<file path="src/rtl/pipe_ctrl_pkg.sv">
// Shared definitions for the pipeline hazard controller.
// Provides:
// - the controller state enum
// - the forwarding-select encodings
// - the register-0 index
package pipe_ctrl_pkg;

    typedef enum logic {
        BOOT = 1'b0,
        RUN  = 1'b1
    } state_t;

    // Forwarding select encodings
    localparam logic [1:0] FWD_RF  = 2'd0;
    localparam logic [1:0] FWD_EX  = 2'd1;
    localparam logic [1:0] FWD_MEM = 2'd2;
    localparam logic [1:0] FWD_WB  = 2'd3;

    // Register 0 always reads as zero and is never a forwarding target
    localparam logic [4:0] REG_ZERO = 5'd0;

endpackage

</file>
<file path="src/rtl/fwd_select.sv">
// Operand forwarding select for one ID source field.
// Ports:
//   i_src, i_use                - source register and its use flag
//   i_ex_rd, i_ex_rf_le, i_ex_l - EX destination, write enable, load flag
//   i_mem_rd, i_mem_rf_le       - MEM destination, write enable
//   i_wb_rd, i_wb_rf_le         - WB destination, write enable
//   o_sel                       - select: RF / EX / MEM / WB
module fwd_select
    import pipe_ctrl_pkg::*;
(
    input  logic [4:0] i_src,
    input  logic       i_use,
    input  logic [4:0] i_ex_rd,
    input  logic       i_ex_rf_le,
    input  logic       i_ex_l,
    input  logic [4:0] i_mem_rd,
    input  logic       i_mem_rf_le,
    input  logic [4:0] i_wb_rd,
    input  logic       i_wb_rf_le,
    output logic [1:0] o_sel
);

    always_comb begin
        o_sel = FWD_RF;
        if (i_use && (i_src != REG_ZERO)) begin
            // A load in EX has no data yet; the stall logic covers that case,
            // so EX is skipped and an older match may be chosen instead.
            if (i_ex_rf_le && !i_ex_l && (i_ex_rd == i_src))
                o_sel = FWD_EX;
            else if (i_mem_rf_le && (i_mem_rd == i_src))
                o_sel = FWD_MEM;
            else if (i_wb_rf_le && (i_wb_rd == i_src))
                o_sel = FWD_WB;
        end
    end

endmodule

</file>
<file path="src/rtl/pipeline_hazard_ctrl.sv">
// Central hazard controller for the five-stage pipeline.
// The controller does the following:
// - Runs a boot hold after reset.
// - Resolves taken-branch flushes and load-use stalls.
// - Selects forwarding sources for RA, RB and the store data.
// - Keeps saturating stall and flush event counters.
// Ports:
//   Clk, Rst                      - clock, synchronous active-high reset
//   ID_RA/RB/RD, ID_USE_RA/RB/RD  - ID source fields and use flags
//   EX_RD, EX_RF_LE, EX_L         - EX destination, write enable, load flag
//   MEM_RD, MEM_RF_LE             - MEM destination, write enable
//   WB_RD, WB_RF_LE               - WB destination, write enable
//   EX_TAKEN                      - taken branch/jump resolved in EX
//   PC_LE, IF_ID_LE, IF_ID_CLR    - fetch-side load/clear controls
//   CU_NOP                        - inject NOP into ID/EX
//   FWD_RA/RB/RD                  - forwarding selects
//   STALL_CNT, FLUSH_CNT          - saturating event counters
//   BUSY_BOOT                     - high while in BOOT
module pipeline_hazard_ctrl
    import pipe_ctrl_pkg::*;
#(
    parameter int BOOT_CYCLES = 2,
    parameter int CNT_W       = 16
) (
    input  logic             Clk,
    input  logic             Rst,
    input  logic [4:0]       ID_RA,
    input  logic [4:0]       ID_RB,
    input  logic [4:0]       ID_RD,
    input  logic             ID_USE_RA,
    input  logic             ID_USE_RB,
    input  logic             ID_USE_RD,
    input  logic [4:0]       EX_RD,
    input  logic             EX_RF_LE,
    input  logic             EX_L,
    input  logic [4:0]       MEM_RD,
    input  logic             MEM_RF_LE,
    input  logic [4:0]       WB_RD,
    input  logic             WB_RF_LE,
    input  logic             EX_TAKEN,
    output logic             PC_LE,
    output logic             IF_ID_LE,
    output logic             IF_ID_CLR,
    output logic             CU_NOP,
    output logic [1:0]       FWD_RA,
    output logic [1:0]       FWD_RB,
    output logic [1:0]       FWD_RD,
    output logic [CNT_W-1:0] STALL_CNT,
    output logic [CNT_W-1:0] FLUSH_CNT,
    output logic             BUSY_BOOT
);

    localparam logic [3:0]       BOOT_INIT = 4'(BOOT_CYCLES - 1);
    localparam logic [CNT_W-1:0] CNT_MAX   = {CNT_W{1'b1}};

    state_t           r_state;
    logic [3:0]       r_boot_cnt;
    logic [CNT_W-1:0] r_stall_cnt;
    logic [CNT_W-1:0] r_flush_cnt;
    logic             r_busy_boot;

    logic w_run;
    logic w_load_use;
    logic w_flush;
    logic w_stall;

    assign w_run = (r_state == RUN);

    // Load-use: the loaded value is not available to forward this cycle.
    assign w_load_use = EX_L && EX_RF_LE && (EX_RD != REG_ZERO) &&
                        ((ID_USE_RA && (ID_RA == EX_RD)) ||
                         (ID_USE_RB && (ID_RB == EX_RD)) ||
                         (ID_USE_RD && (ID_RD == EX_RD)));

    // A taken branch squashes the stalled instruction, so it overrides load-use.
    assign w_flush = w_run && EX_TAKEN;
    assign w_stall = w_run && !EX_TAKEN && w_load_use;

    always_comb begin
        PC_LE     = 1'b1;
        IF_ID_LE  = 1'b1;
        IF_ID_CLR = 1'b0;
        CU_NOP    = 1'b0;
        if (!w_run) begin
            PC_LE     = 1'b0;
            IF_ID_LE  = 1'b0;
            IF_ID_CLR = 1'b1;
            CU_NOP    = 1'b1;
        end else if (w_flush) begin
            IF_ID_CLR = 1'b1;
            CU_NOP    = 1'b1;
        end else if (w_stall) begin
            PC_LE     = 1'b0;
            IF_ID_LE  = 1'b0;
            CU_NOP    = 1'b1;
        end
    end

    // Use flags are gated with RUN so all selects read RF during boot
    fwd_select u_fwd_ra (
        .i_src      (ID_RA),
        .i_use      (ID_USE_RA & w_run),
        .i_ex_rd    (EX_RD),
        .i_ex_rf_le (EX_RF_LE),
        .i_ex_l     (EX_L),
        .i_mem_rd   (MEM_RD),
        .i_mem_rf_le(MEM_RF_LE),
        .i_wb_rd    (WB_RD),
        .i_wb_rf_le (WB_RF_LE),
        .o_sel      (FWD_RA)
    );

    fwd_select u_fwd_rb (
        .i_src      (ID_RB),
        .i_use      (ID_USE_RB & w_run),
        .i_ex_rd    (EX_RD),
        .i_ex_rf_le (EX_RF_LE),
        .i_ex_l     (EX_L),
        .i_mem_rd   (MEM_RD),
        .i_mem_rf_le(MEM_RF_LE),
        .i_wb_rd    (WB_RD),
        .i_wb_rf_le (WB_RF_LE),
        .o_sel      (FWD_RB)
    );

    fwd_select u_fwd_rd (
        .i_src      (ID_RD),
        .i_use      (ID_USE_RD & w_run),
        .i_ex_rd    (EX_RD),
        .i_ex_rf_le (EX_RF_LE),
        .i_ex_l     (EX_L),
        .i_mem_rd   (MEM_RD),
        .i_mem_rf_le(MEM_RF_LE),
        .i_wb_rd    (WB_RD),
        .i_wb_rf_le (WB_RF_LE),
        .o_sel      (FWD_RD)
    );

    always_ff @(posedge Clk) begin
        if (Rst) begin
            r_state     <= BOOT;
            r_boot_cnt  <= BOOT_INIT;
            r_stall_cnt <= '0;
            r_flush_cnt <= '0;
            r_busy_boot <= 1'b1;
        end else begin
            case (r_state)
                BOOT: begin
                    if (r_boot_cnt == 4'd0) begin
                        r_state     <= RUN;
                        r_busy_boot <= 1'b0;
                    end else begin
                        r_boot_cnt <= r_boot_cnt - 4'd1;
                    end
                end
                RUN: begin
                    if (w_stall && (r_stall_cnt != CNT_MAX))
                        r_stall_cnt <= r_stall_cnt + 1'b1;
                    if (w_flush && (r_flush_cnt != CNT_MAX))
                        r_flush_cnt <= r_flush_cnt + 1'b1;
                end
                default: begin
                    r_state     <= BOOT;
                    r_boot_cnt  <= BOOT_INIT;
                    r_busy_boot <= 1'b1;
                end
            endcase
        end
    end

    assign STALL_CNT = r_stall_cnt;
    assign FLUSH_CNT = r_flush_cnt;
    assign BUSY_BOOT = r_busy_boot;

endmodule

</file>
<file path="config.mk">
export PLATFORM = sky130hd
export DESIGN_NAME = pipeline_hazard_ctrl
export DESIGN_NICKNAME = d
export VERILOG_FILES = /design/src/rtl/pipe_ctrl_pkg.sv /design/src/rtl/fwd_select.sv /design/src/rtl/pipeline_hazard_ctrl.sv
export SDC_FILE = /design/constraint.sdc
export NUM_CORES = 1
export LEC_CHECK = 0
export ABC_AREA = 1
export CORE_MARGIN = 10
export CORE_UTILIZATION = 51
export DETAILED_ROUTE_END_ITERATION = 6
export PLACE_DENSITY_LB_ADDON = 0.15
export SYNTH_ARGS = -nofsm -noshare
export SYNTH_HDL_FRONTEND = slang
export SYNTH_HIERARCHICAL = 1
export SYNTH_SLANG_ARGS = --single-unit
</file>
<file path="constraint.sdc">
create_clock -name Clk -period 2 [get_ports Clk]
set_clock_uncertainty 0.05 [all_clocks]
set_input_delay 0.4 -clock Clk [delete_from_list [all_inputs] [get_ports Clk]]
set_output_delay 0.4 -clock Clk [all_outputs]
set_load 0.05 [all_outputs]
</file>
==> run metrics <==
vias per cell 5.15; TritonCTS Buffers 5; DR WL/cell 13.5 µm; worst-margin pin slew 0.548 ns; reg2reg setup slack 0.17 ns; top post-synthesis cells by area nand2_1 (24%), dfxtp_1 (23%), inv_1 (9.6%); CTS tree yes; Reg2Reg Depth 11; Post-Syn Area per Cell 5.56 µm²; I/O Pins 83; Relative slew margins 0.632; Area Growth Syn to Fin 35.6%; Clk network pwr share 0.214; Max VDD drop 0.771 mV; initial DRC count 180; ant diodes 0; register area share after synthesis 0.225; Synth Warn # 6; CP endpoint kind primary output; max-cap check violation count 0; total grt overflow 0; Hold Path Depth 2; startpoint types primary input; Die W 101 µm; share of the synthesized area in the top cell type 0.241; hold buffer count at cts 0; final worst path period need 2.00 ns; GP Congestion 0.920; NumNets Final 766; std cell rows 29; H-tree depth 2; Clock Latency Late Sink 0.29 ns; final core utilization 0.717; mapped cell area 0.00338 mm²; root buffer cell clkbuf_8; Fmax 500 MHz; die height 101 µm; Detailed Routing Iterations Pass 1 7; synthesized instance count 607; Hold Path End BUSY_BOOT; Final ANT Viol Nets 0; global-route wire length before repair 17100 µm; LEAKAGE 2.25 nW; unrepaired setup endpoints after global routing yes; critical path type in -> out; Detailed Place HPWL 8580 µm; largest net degree at the start of global routing 22; Core ar. 0.00639 mm²; sw power 1.01 mW; Worst Setup SP EX_RD[0]; DR DRC count 0; CP required 1.55 ns; Placed Instance Area 0.00450 mm²; launch point of the worst reg-to-reg path STALL_CNT[0]; initial core utilization 0.529; final setup fails 0; pre-CTS setup slack -0.472 ns; unique cell type count in the Yosys netlist 33; syn nets 650; Setup TNS Final 0 ns; fin area 0.00458 mm²; Comb power frac 0.440; WP data arrival 1.55 ns; reg2reg end STALL_CNT[12]; Reg clk slew, reported paths 0.07 ns; Hold Vio Cnt, Final 0; Sw Share 0.400; CP max FO 7; initial antenna violation count 0; max-slew violations 0; HP Class reg -> reg; DRT Wirelength 10800 µm; min-delay src BUSY_BOOT; post-synth top area cell nand2_1; CTS max path bufs 2; period utilization 1.00; clk sinks 38; P per Cell Area 552 mW/mm²; die area 0.0103 mm²; sequential share of power 0.346; register bit total from synthesis 38; Tot GR Track Use 0.198; Port-buffer cells 82; DR vias 4125; outcome completed; Final WS setup 0.000715 ns; vias in the first global route 3714; Internal Power 1.52 mW; share of cells above drive strength 1 0.262; overall power 2.53 mW
-- synthesized netlist by cell type, drive strengths merged --
| library cell | count |
|---|---|
| nand2 | 220 |
| nor3 | 15 |
| o21bai | 1 |
| clkbuf | 4 |
| clkinv | 1 |
| xor2 | 9 |
| nor3b | 2 |
| a21oi | 30 |
| o21ai | 33 |
| dfxtp | 38 |
| nor4 | 2 |
| o31ai | 1 |
| nand3 | 35 |
| nand4 | 9 |
| inv | 105 |
| nand3b | 3 |
| ha | 3 |
| buf | 7 |
| a31oi | 1 |
| xnor2 | 5 |
| nor2 | 83 |
-- metrics by stage --
stage,hold WS [ns],instances
floorplan,0.392,607
global placement,0.403,790
detailed placement,0.421,790
CTS,0.438,801
global route,0.461,801
finish,0.436,801
-- power groups by stage --
| stage | logic, mW | registers (mW) | clock network (mW) |
|---|---|---|---|
| after CTS | 1.10 | 0.873 | 0.556 |
| after global routing | 1.21 | 0.882 | 0.584 |
| after floorplan | 0.612 | 0.946 | 0 |
| after global placement | 1.04 | 0.886 | 0 |
| final | 1.11 | 0.875 | 0.542 |
| after detailed placement | 1.07 | 0.890 | 0 |
-- worst max-delay path, cell delays in order --
cell        delay (ns)
buf_8             0.08
clkinvlp_4        0.14
nand2_1           0.10
nand2_1           0.06
nor2_1            0.09
nand3_1           0.10
nand3_2           0.11
nand3_4           0.08
nand2_2           0.10
clkinvlp_4        0.12
buf_8             0.17
-- placed cells by master (no fill, tap or decap), types with 3 or more instances in the layout --
master,count
nand2_1,209
inv_1,84
buf_12,8
buf_8,3
a21oi_1,16
nand2_2,11
nand3b_1,3
nand3_2,4
clkdlybuf4s50_1,7
o21ai_0,18
nor2_1,68
buf_2,17
nor2_4,5
a21oi_2,14
ha_1,3
dlygate4sd2_1,7
xnor2_1,5
xor2_1,9
nand4_2,4
inv_2,19
o21ai_1,15
nand4_1,5
nor3_1,14
nor2_2,10
nand3_1,29
buf_6,5
dfxtp_2,5
clkbuf_8,6
clkbuf_2,8
buf_4,64
dfxtp_1,33
-- what timing repair did --
item                                    CTS  global route
endpoints found under the setup margin    9             9
pin swaps                                17            19
buffers inserted                          3             0
gates resized for setup                 119            43
-- cell families (layout without fill, tap and decap cells) --
kind of cell             Yosys count  in the layout  share of synthesized area
flip-flops                        38             38                      0.225
buffers and inverters            117            234                      0.142
AO/OA/AOI/OAI                     66             66                      0.114
adder cells (fa/ha/maj)            3              3                     0.0111
AND/OR/NAND/NOR                  369            369                      0.472
XOR/XNOR                          14             14                     0.0363
-- sequential cells by signal, indices dropped and copies added (netlist names) --
| name | count |
|---|---|
| r_state | 1 |
| BUSY_BOOT | 1 |
| STALL_CNT | 16 |
| r_boot_cnt | 4 |
| FLUSH_CNT | 16 |
-- routing by layer --
metal,share of wire,up-vias,GRT usage,routed length [µm]
met2,0.49,174,0.345,5310
met1,0.40,1819,0.232,4360
li1,-,2104,-,-
met3,0.082,28,0.0388,882
met4,0.025,0,0.0750,269
met5,0,-,0,0
-- how the worst max path moves through the flow --
| stage | to | cells after the start |
|---|---|---|
| after floorplan | PC_LE | 10 |
| after global placement | PC_LE | 11 |
| after detailed placement | PC_LE | 11 |
| after CTS | FWD_RD[0] | 9 |
| after global routing | PC_LE | 11 |
| final | PC_LE | 11 |
-- area by class of cell --
cell class	instances	area, µm²
tap	77	96.3
timing repair buffer	120	1010
clock inverter	1	5.00
inverter	106	405
multi-input combinational	452	2210
clock buffer	7	86.3
sequential	38	767
fill	570	1810
Power figures use the tool's default switching activity.
